`src/rtl/instruction_decode.sv`:
```
// -----------------------------------------------------------------------------
// instruction_decode
//
// RV32I decode stage sitting directly after instruction fetch. Each cycle it
// decodes one fetched instruction into register indices/enables, a
// sign-extended immediate, an instruction class and trap information, and
// holds the result in one pipeline register for the execute stage.
//
// Optional feature macro: RV32M_EN
//   defined   : OP with funct7 = 0x01 decodes as class 11 (MULDIV)
//   undefined : that encoding is an illegal instruction (cause 2)
//
// Ports:
//   clk, reset            rising-edge clock, synchronous active-high reset
//   if_inst, if_pc        instruction word and its PC from fetch
//   if_valid              fetch inputs carry a live instruction
//   if_exception_num/valid fetch-side exception cause / flag
//   flush                 squash held and incoming instruction
//   stall                 execute cannot accept; hold the register
//   if_stall              stall forwarded to fetch (combinational)
//   de_*                  registered decode result for execute
// -----------------------------------------------------------------------------
module instruction_decode (
  input  logic        clk,
  input  logic        reset,
  input  logic [31:0] if_inst,
  input  logic [31:0] if_pc,
  input  logic        if_valid,
  input  logic [5:0]  if_exception_num,
  input  logic        if_exception_valid,
  input  logic        flush,
  input  logic        stall,
  output logic        if_stall,
  output logic        de_valid,
  output logic [31:0] de_pc,
  output logic [31:0] de_inst,
  output logic [3:0]  de_class,
  output logic [2:0]  de_funct3,
  output logic        de_alt,
  output logic [4:0]  de_rd,
  output logic [4:0]  de_rs1,
  output logic [4:0]  de_rs2,
  output logic        de_rd_en,
  output logic        de_rs1_en,
  output logic        de_rs2_en,
  output logic [31:0] de_imm,
  output logic [5:0]  de_exception_num,
  output logic        de_exception_valid
);

  localparam logic [6:0] OPC_LUI     = 7'b0110111;
  localparam logic [6:0] OPC_AUIPC   = 7'b0010111;
  localparam logic [6:0] OPC_JAL     = 7'b1101111;
  localparam logic [6:0] OPC_JALR    = 7'b1100111;
  localparam logic [6:0] OPC_BRANCH  = 7'b1100011;
  localparam logic [6:0] OPC_LOAD    = 7'b0000011;
  localparam logic [6:0] OPC_STORE   = 7'b0100011;
  localparam logic [6:0] OPC_OPIMM   = 7'b0010011;
  localparam logic [6:0] OPC_OP      = 7'b0110011;
  localparam logic [6:0] OPC_MISCMEM = 7'b0001111;
  localparam logic [6:0] OPC_SYSTEM  = 7'b1110011;

  localparam logic [3:0] CL_LUI     = 4'd0;
  localparam logic [3:0] CL_AUIPC   = 4'd1;
  localparam logic [3:0] CL_JAL     = 4'd2;
  localparam logic [3:0] CL_JALR    = 4'd3;
  localparam logic [3:0] CL_BRANCH  = 4'd4;
  localparam logic [3:0] CL_LOAD    = 4'd5;
  localparam logic [3:0] CL_STORE   = 4'd6;
  localparam logic [3:0] CL_OPIMM   = 4'd7;
  localparam logic [3:0] CL_OP      = 4'd8;
  localparam logic [3:0] CL_MISCMEM = 4'd9;
  localparam logic [3:0] CL_SYSTEM  = 4'd10;
`ifdef RV32M_EN
  localparam logic [3:0] CL_MULDIV  = 4'd11;
`endif

  logic [6:0] opcode;
  logic [2:0] funct3;
  logic [6:0] funct7;
  assign opcode = if_inst[6:0];
  assign funct3 = if_inst[14:12];
  assign funct7 = if_inst[31:25];

  // Pre-computed immediate formats; bit 31 always sign-extends
  logic [31:0] imm_i, imm_s, imm_b, imm_u, imm_j;
  assign imm_i = {{20{if_inst[31]}}, if_inst[31:20]};
  assign imm_s = {{20{if_inst[31]}}, if_inst[31:25], if_inst[11:7]};
  assign imm_b = {{19{if_inst[31]}}, if_inst[31], if_inst[7], if_inst[30:25], if_inst[11:8], 1'b0};
  assign imm_u = {if_inst[31:12], 12'b0};
  assign imm_j = {{11{if_inst[31]}}, if_inst[31], if_inst[19:12], if_inst[20], if_inst[30:21], 1'b0};

  logic [3:0]  class_d;
  logic [31:0] imm_d;
  logic        alt_d, illegal_d, rs1_use, rs2_use, rd_use;
  logic        exc_d, rd_en_d, rs1_en_d, rs2_en_d;
  logic [5:0]  exc_num_d;
  logic        is_ecall, is_ebreak;

  assign is_ecall  = (if_inst == 32'h0000_0073);
  assign is_ebreak = (if_inst == 32'h0010_0073);

  always_comb begin
    class_d   = CL_LUI;
    imm_d     = 32'b0;
    alt_d     = 1'b0;
    illegal_d = 1'b0;
    rs1_use   = 1'b0;
    rs2_use   = 1'b0;
    rd_use    = 1'b0;
    case (opcode)
      OPC_LUI:   begin class_d = CL_LUI;   imm_d = imm_u; rd_use = 1'b1; end
      OPC_AUIPC: begin class_d = CL_AUIPC; imm_d = imm_u; rd_use = 1'b1; end
      OPC_JAL:   begin class_d = CL_JAL;   imm_d = imm_j; rd_use = 1'b1; end
      OPC_JALR: begin
        class_d = CL_JALR; imm_d = imm_i; rs1_use = 1'b1; rd_use = 1'b1;
        illegal_d = (funct3 != 3'd0);
      end
      OPC_BRANCH: begin
        class_d = CL_BRANCH; imm_d = imm_b; rs1_use = 1'b1; rs2_use = 1'b1;
        illegal_d = (funct3 == 3'd2) || (funct3 == 3'd3);
      end
      OPC_LOAD: begin
        class_d = CL_LOAD; imm_d = imm_i; rs1_use = 1'b1; rd_use = 1'b1;
        illegal_d = (funct3 == 3'd3) || (funct3 == 3'd6) || (funct3 == 3'd7);
      end
      OPC_STORE: begin
        class_d = CL_STORE; imm_d = imm_s; rs1_use = 1'b1; rs2_use = 1'b1;
        illegal_d = (funct3 > 3'd2);
      end
      OPC_OPIMM: begin
        class_d = CL_OPIMM; imm_d = imm_i; rs1_use = 1'b1; rd_use = 1'b1;
        // Shifts carry funct7 in the immediate; only SRAI may set bit 30
        if (funct3 == 3'd1) begin
          illegal_d = (funct7 != 7'h00);
          alt_d     = if_inst[30];
        end else if (funct3 == 3'd5) begin
          illegal_d = (funct7 != 7'h00) && (funct7 != 7'h20);
          alt_d     = if_inst[30];
        end
      end
      OPC_OP: begin
        rs1_use = 1'b1; rs2_use = 1'b1; rd_use = 1'b1;
        if (funct7 == 7'h01) begin
`ifdef RV32M_EN
          class_d = CL_MULDIV;
`else
          class_d   = CL_OP;
          illegal_d = 1'b1;
`endif
        end else begin
          class_d   = CL_OP;
          alt_d     = if_inst[30];
          illegal_d = ((funct7 != 7'h00) && (funct7 != 7'h20)) ||
                      ((funct7 == 7'h20) && (funct3 != 3'd0) && (funct3 != 3'd5));
        end
      end
      OPC_MISCMEM: class_d = CL_MISCMEM;
      OPC_SYSTEM: begin class_d = CL_SYSTEM; imm_d = imm_i; end
      default:   illegal_d = 1'b1;
    endcase
    if (if_inst[1:0] != 2'b11) illegal_d = 1'b1;
  end

  // Trap priority: fetch fault, then illegal, then ECALL/EBREAK
  always_comb begin
    exc_d     = 1'b1;
    exc_num_d = 6'd0;
    if (if_exception_valid)  exc_num_d = if_exception_num;
    else if (illegal_d)      exc_num_d = 6'd2;
    else if (is_ecall)       exc_num_d = 6'd11;
    else if (is_ebreak)      exc_num_d = 6'd3;
    else                     exc_d     = 1'b0;
  end

  // A trapping instruction reads and writes no registers
  assign rs1_en_d = rs1_use & ~exc_d;
  assign rs2_en_d = rs2_use & ~exc_d;
  assign rd_en_d  = rd_use & ~exc_d & (if_inst[11:7] != 5'd0);

  assign if_stall = stall;

  // ---- decode -> execute pipeline register ----
  always_ff @(posedge clk) begin
    if (reset) begin
      de_valid           <= 1'b0;
      de_pc              <= 32'b0;
      de_inst            <= 32'b0;
      de_class           <= 4'b0;
      de_funct3          <= 3'b0;
      de_alt             <= 1'b0;
      de_rd              <= 5'b0;
      de_rs1             <= 5'b0;
      de_rs2             <= 5'b0;
      de_rd_en           <= 1'b0;
      de_rs1_en          <= 1'b0;
      de_rs2_en          <= 1'b0;
      de_imm             <= 32'b0;
      de_exception_num   <= 6'b0;
      de_exception_valid <= 1'b0;
    end else if (flush || !stall) begin
      // Flush overrides stall: the slot is loaded but marked dead
      de_valid           <= if_valid & ~flush;
      de_pc              <= if_pc;
      de_inst            <= if_inst;
      de_class           <= class_d;
      de_funct3          <= funct3;
      de_alt             <= alt_d;
      de_rd              <= if_inst[11:7];
      de_rs1             <= if_inst[19:15];
      de_rs2             <= if_inst[24:20];
      de_rd_en           <= rd_en_d;
      de_rs1_en          <= rs1_en_d;
      de_rs2_en          <= rs2_en_d;
      de_imm             <= imm_d;
      de_exception_num   <= exc_num_d;
      de_exception_valid <= exc_d & if_valid & ~flush;
    end
  end

endmodule

```
`config.mk`:
```
export PLATFORM = sky130hd
export DESIGN_NAME = instruction_decode
export DESIGN_NICKNAME = d
export VERILOG_FILES = /design/src/rtl/instruction_decode.sv
export SDC_FILE = /design/constraint.sdc
export NUM_CORES = 1
export LEC_CHECK = 0
export ABC_AREA = 0
export BUFFER_PORTS_ARGS = -buffer_cell sky130_fd_sc_hd__buf_2
export CAP_MARGIN = 20
export CORE_MARGIN = 1.5
export CORE_UTILIZATION = 36
export DETAILED_ROUTE_END_ITERATION = 8
export GPL_TIMING_DRIVEN = 0
export PLACE_DENSITY = 0.63
export SYNTH_ARGS = -nofsm -noshare
export SYNTH_HDL_FRONTEND = slang
export SYNTH_SLANG_ARGS = --single-unit
```
`constraint.sdc`:
```
create_clock -name clk -period 2.2 [get_ports clk]
set_clock_uncertainty 0.1 [all_clocks]
set_input_delay 0.44 -clock clk [delete_from_list [all_inputs] [get_ports clk]]
set_output_delay 0.44 -clock clk [all_outputs]
set_load 0.05 [all_outputs]
```
==> metrics, run 1 <==
outcome finished, final reports clean; number of I/O pins 207; hold buffers post-CTS 0; Worst-Skew Late Latency 0.35 ns; crit-path max FO 4; RSZ-0062 raised after global routing false; register area share after synthesis around half; drt initial violations between 300 and 400; post-DR wirelength/cell between 15 and 20 um; clk root buf clkbuf_16; Final Core Density 49.25%; vias per cell ~5; Reg-to-Reg Start de_imm[3]$_SDFFE_PP0P_; row count 41; starting density of the core approximately 37%; adder-cell share of the synthesized area 0%; largest net degree at the start of global routing 19; dpl cell area 5863 um^2; Post-synth top flop dfxtp_1; Yosys cell types between 50 and 60; core area 12570 um^2; CTS tree built; Max Cap Viol 0; post-synthesis register bit count 112; Mapped Area 4627 um^2; crit-path cells buf_2 -> or4_1 -> nor3_2 -> a2111oi_1 -> nor4_2 -> nor2b_2 -> a41o_1; DP HPWL about 12 mm; synthesized instance count ~570; Die Ht between 100 and 150 um; Critical Path Source if_inst[26]; fmax 0.4736 GHz; antenna violations before repair 0; nature of the critical path endpoint register; Slew @ Worst Pin between 0.7 and 0.8 ns; Buf/Inv on CP 1; WL final around 16 mm; Slowest-stage cell, CP or4_1; Reg clk slew, reported paths 0.07 ns; Synth Area in Simple Gates 23.39%; H-tree depth 3; via count between 4000 and 5000; Max transition margin 50.38%; die area roughly 14000 um^2; Final period util 95.99%; WP data required 2.40 ns; setup TNS 0 ns; Mapped Avg Cell Area about 8.1 um^2; Slew Limit Fails 0; post-layout minimum cycle time about 2.1 ns; crit-path max cell delay roughly 0.56 ns; largest family of logic cells by synthesized area simple AND/OR/NAND/NOR gates; Placement Setup Slack -0.4657 ns; Inserted Clock Buffers 9; most common cell after layout, fill and taps aside buf_2; leak pwr just under 3 nW; Die W about 120 um; synth top area cells dfxtp_1, nand2_1, a21oi_1; Compound-Gate Fraction of Synth Area between 20% and 30%; first-pass GRT wire length about 24 mm; P&R area growth vs syn 33.78%; power density over the cells between 700 and 800 nW/um^2; Worst Setup EP de_rs1_en$_SDFFE_PP0P_; most frequent cells in the layout buf_2, nand2_1, dfxtp_1; CP startpoint kind input pin; WS Path Type in -> reg; grt ovf 0; Min-Delay Path Class in -> reg; cell depth of the worst setup path 7; worst r2r path cells 2; Final Cell Area about 6200 um^2; RePlAce Congestion roughly 0.9; vias in the first global route 4496; register-to-register setup slack between 1 and 1.5 ns; DR DRC count 0; async set-or-reset flop fraction in the synthesized netlist 0%; RR Endpoint de_imm[3]$_SDFFE_PP0P_; area leader, netlist dfxtp_1; clock sinks between 100 and 150; Finished Layout Cells 966; syn nets 649; TritonRoute pass-1 iters 6; PnR worst setup slack 0.08832 ns; worst vdd ir 0.3490 mV; placed cells 949; Hold Vio Cnt, Final 0; fin nets between 800 and 900; antenna cells 0; Crit path max-delay family simple AND/OR/NAND/NOR gates; Yosys warning count 0; final setup fails 0; Synth Area in XOR/XNOR 0%; WP data arrival 2.31 ns; ratio of cells with drive above 1 in the final layout around 32%; post-synth top area share roughly half; Post-synth EDFFs 0; Post-DRT Antenna Nets 0; Clock Tree Buf Depth 2; port buffer count just over 200; gr usage total 22.74%; mux contribution to synthesized area less than 1%
==> metal layers <==
metal,global-route usage [%],vias up,wire length (um)
met4,6.829,0,224
li1,-,2399,-
met5,0,-,0
met2,36.90,188,7195
met3,5.293,21,1112
met1,30.24,2289,7060
==> synthesized netlist by cell type, drive strengths merged (2+ instances only) <==
| master | count |
|---|---|
| nand2 | 151 |
| dfxtp | 112 |
| a21oi | 88 |
| buf | 33 |
| clkbuf | 27 |
| nor2 | 27 |
| o21ai | 15 |
| a221o | 11 |
| and2 | 11 |
| a22o | 8 |
| nand3 | 8 |
| nor3 | 8 |
| a22oi | 6 |
| nor2b | 6 |
| nor4 | 6 |
| a222oi | 4 |
| inv | 4 |
| nand2b | 4 |
| nand3b | 3 |
| nor3b | 3 |
| o211ai | 3 |
| o22ai | 3 |
| or2 | 3 |
| a2111oi | 2 |
| mux2i | 2 |
| nand4 | 2 |
| nand4b | 2 |
| o31ai | 2 |
| or4 | 2 |
==> sequential cells by signal, summed over array words and instances (netlist names) <==
signal and cells:
de_alt 1, de_class 4, de_exception_num 6, de_exception_valid 1
de_imm 32, de_inst 32, de_pc 32, de_rd_en 1
de_rs1_en 1, de_rs2_en 1, de_valid 1
==> stage by stage <==
stage	total power, mW	hold slack [ns]
2_1_floorplan	2.835	0.4193
3_3_place_gp	3.119	0.3360
3_5_place_dp	3.128	0.3429
4_1_cts	4.766	0.1896
5_1_grt	4.926	0.1965
6_report	4.737	0.1987
==> what timing repair did <==
action	4_1_cts	5_1_grt
endpoints found under the setup margin	5	8
setup buffers	1	0
pin swaps	1	0
resized for setup	2	3
==> where the power goes <==
group	leakage (nW)	total, mW	switching [mW]	internal [mW]
clock	0.135	1.65	0.766	0.888
combinational	1.85	0.927	0.688	0.240
sequential	0.919	2.16	0.0445	2.11
==> how the worst min path moves through the flow <==
stage                                  start  cells past startpoint                       end
floorplan                              flush                      1     de_valid$_SDFFE_PP0P_
global placement    de_inst[25]$_SDFFE_PP0P_                      2  de_inst[25]$_SDFFE_PP0P_
detailed placement   de_imm[19]$_SDFFE_PP0P_                      2   de_imm[19]$_SDFFE_PP0P_
CTS                                    flush                      2     de_valid$_SDFFE_PP0P_
global route                           flush                      2     de_valid$_SDFFE_PP0P_
finish                                 flush                      2     de_valid$_SDFFE_PP0P_
==> cells by family after synthesis <==
group | after synthesis
AOI/OAI and AO/OA | 154
buffers and inverters | 64
DFF | 112
muxes | 2
and+or+nand+nor | 241
==> cell type report <==
cell class | count | area [um^2]
flip-flops and latches | 112 | 2242
clock inverters | 6 | 70.07
fillers | 1276 | 6379
multi-input cells | 397 | 2079
well taps | 172 | 215.2
plain buffers | 60 | 310.3
repair buffers | 205 | 1028
clock buffers | 10 | 229.0
inverters | 4 | 15.01
Power figures use the tool's default switching activity.
==> inputs of run 2 (changes only) <==
==> constraint.sdc (replaced) <==
create_clock -name clk -period 2.3 [get_ports clk]
set_clock_uncertainty 0.1 [all_clocks]
set_input_delay 0.46 -clock clk [delete_from_list [all_inputs] [get_ports clk]]
set_output_delay 0.46 -clock clk [all_outputs]
set_load 0.05 [all_outputs]
==> run 2 against run 1 <==
  * Design area fell by 0.14%
  * Critical path depth unchanged
  * Sequential cell count did not move
  * Register-to-register slack better by 0.10 ns
  * First-iteration DRC count increased by 12%
  * Critical path type unchanged
  * Critical endpoint is now de_imm[9]$_SDFFE_PP0P_
  * Largest cell class unchanged
==> metrics, run 2 (synthesized netlist as in run 1, its figures left out) <==
Hold Vio Cnt, Final 0 (unchanged); via count 4924 (+0.55%); Post-DRT Antenna Nets 0 (unchanged); Max Cap Viol 0 (unchanged); crit-path cells buf_2 -> buf_2 -> nor2b_1 -> a22o_1 -> a22oi_1 -> nor4_1 -> a22o_1; H-tree depth 3 (unchanged); area of the multi-input gates 2071 um^2 (-0.42%); gr usage total 22.74% (unchanged); Max transition margin 35.73% (-15 points); antenna cells 0 (unchanged); Reg-to-Reg Start de_imm[3]$_SDFFE_PP0P_; row count 41 (unchanged); DP HPWL 11.77 mm (unchanged); Pint 3.098 mW (-4.4%); Sequential Area 2242 um^2 (unchanged); vias in the first global route 4496 (unchanged); number of I/O pins 207 (unchanged); Critical Path Source if_inst[6]; TritonRoute pass-1 iters 6 (unchanged); crit-path max FO 10 (+6); Die W 116.4 um (unchanged); crit-path max cell delay 0.75 ns (+0.19 ns); min-delay src flush; P&R area growth vs syn 33.59%; grt ovf 0 (unchanged); sequential fraction of design power 45.6% (about the same); WP data arrival 2.35 ns (+0.04 ns); FILL cells 1275 (-0.078%); Worst-Skew Late Latency 0.35 ns (about the same); post-DR wirelength/cell 16.18 um (+0.25%); Final period util around 94%; vias per cell 5.097 (+0.55%); clock network power share 34.9% (about the same); antenna violations before repair 0 (unchanged); WS Path Type in -> reg; Die Ht 116.4 um (unchanged); starting density of the core 36.81% (unchanged); Combinational Power Share 19.6% (about the same); CTS tree built; core area 12570 um^2 (unchanged); die area 13540 um^2 (unchanged); most frequent cells in the layout buf_2, nand2_1, dfxtp_1; leak pwr 2.899 nW (about the same); Clock Tree Buf Depth 2 (unchanged); Slowest-stage cell, CP nor4_1; switching fraction of total power 31.55% (-0.064 points); WP data required 2.49 ns (+0.09 ns); RSZ-0062 raised after global routing false; clk root buf clkbuf_16; ratio of cells with drive above 1 in the final layout 32.12% (-0.25 points); fin nets 865 (unchanged); first-pass GRT wire length 23.65 mm (unchanged); final setup fails 0 (unchanged); drt initial violations 391 (+12%); post-layout minimum cycle time 2.155 ns; Largest regs de_imm (32), de_inst (32), de_pc (32); power density over the cells 732.3 nW/um^2 (-4.3%); Power, Total 4.526 mW (-4.4%); CP startpoint kind input pin; nature of the critical path endpoint register; fmax roughly 0.46 GHz; WL final 15.63 mm (+0.25%); Reg clk slew, reported paths 0.07 ns (about the same); worst vdd ir 0.3338 mV (-4.3%); port buffer count 204 (unchanged); RePlAce Congestion 0.8981 (unchanged); Min-Delay Path Class in -> reg; DR DRC count 0 (unchanged); Inserted Clock Buffers 9 (unchanged); NetSw 1.428 mW (-4.6%); most common cell after layout, fill and taps aside buf_2; outcome finished, final reports clean; clock sinks 112 (unchanged); Slew Limit Fails 0 (unchanged); Slew @ Worst Pin 0.9553 ns (+0.2178 ns); PnR worst setup slack 0.1455 ns (+0.05718 ns); Placement Setup Slack -0.3857 ns (+0.08000 ns); largest net degree at the start of global routing 19 (unchanged); hold buffers post-CTS 0 (unchanged)
-- run 2: cell counts in the layout (fill, tap and decap cells not counted) --
No cell type changed its count.
-- run 2: layout make-up --
| class | instances | area share (%) |
|---|---|---|
| Multi-Input combinational cell | 397 | 33.50 |
| Clock inverter | 6 | 1.134 |
| Tap cell | 172 | 3.482 |
| Timing Repair Buffer | 205 | 16.64 |
| Inverter | 4 | 0.2429 |
| Sequential cell | 112 | 36.28 |
| Clock buffer | 10 | 3.704 |
| Buffer | 60 | 5.020 |
-- run 2: repair_timing --
action,in CTS,in global routing
resized for setup,2,1
setup buffers,1,0
endpoints found under the setup margin,4,1
pin swaps,1,0
-- run 2: path summary, 6_finish.rpt --
kind	to	slack, ns	cells after the start
setup / recovery	de_imm[9]$_SDFFE_PP0P_	0.15	7
hold / removal	de_valid$_SDFFE_PP0P_	0.22	2
setup reg to reg	de_imm[3]$_SDFFE_PP0P_	1.37	2
hold reg to reg	de_pc[31]$_SDFFE_PP0P_	0.35	2
-- run 2: stage by stage --
| step | instance area, um^2 | setup TNS (ns) | cells | hold WS, ns | util, % |
|---|---|---|---|---|---|
| 2_1_floorplan | 4627 | 0 | 573 | 0.4393 | - |
| 3_3_place_gp | 5863 | -5.795 | 949 | 0.3360 | 46.65 |
| 3_5_place_dp | 5863 | -5.810 | 949 | 0.3429 | 46.65 |
| 4_1_cts | 6180 | 0 | 966 | 0.2096 | 49.17 |
| 5_1_grt | 6181 | 0 | 966 | 0.2165 | 49.18 |
| 6_report | 6181 | 0 | 966 | 0.2165 | 49.18 |
-- run 2: layer usage --
metal	vias to the layer above	track usage [%]	part of all wire [%]
li1	2398	-	-
met1	2303	30.24	45
met2	201	36.90	46
met3	22	5.293	7.6
met4	0	6.829	1.5
met5	-	0	0
-- run 2: power groups by stage --
stage               clock (mW)  combinational, mW  sequential (mW)
floorplan                    0              0.324             2.39
global placement             0              0.879             2.10
detailed placement           0              0.885             2.11
CTS                       1.61              0.888             2.06
global route              1.69              0.950             2.07
finish                    1.58              0.886             2.06
-- run 2: worst max-delay path, delay by kind of cell --
kind | cells | cell delay [ns]
compound gates | 3 | 0.47
buf+inv | 2 | 0.44
simple gates | 2 | 0.96
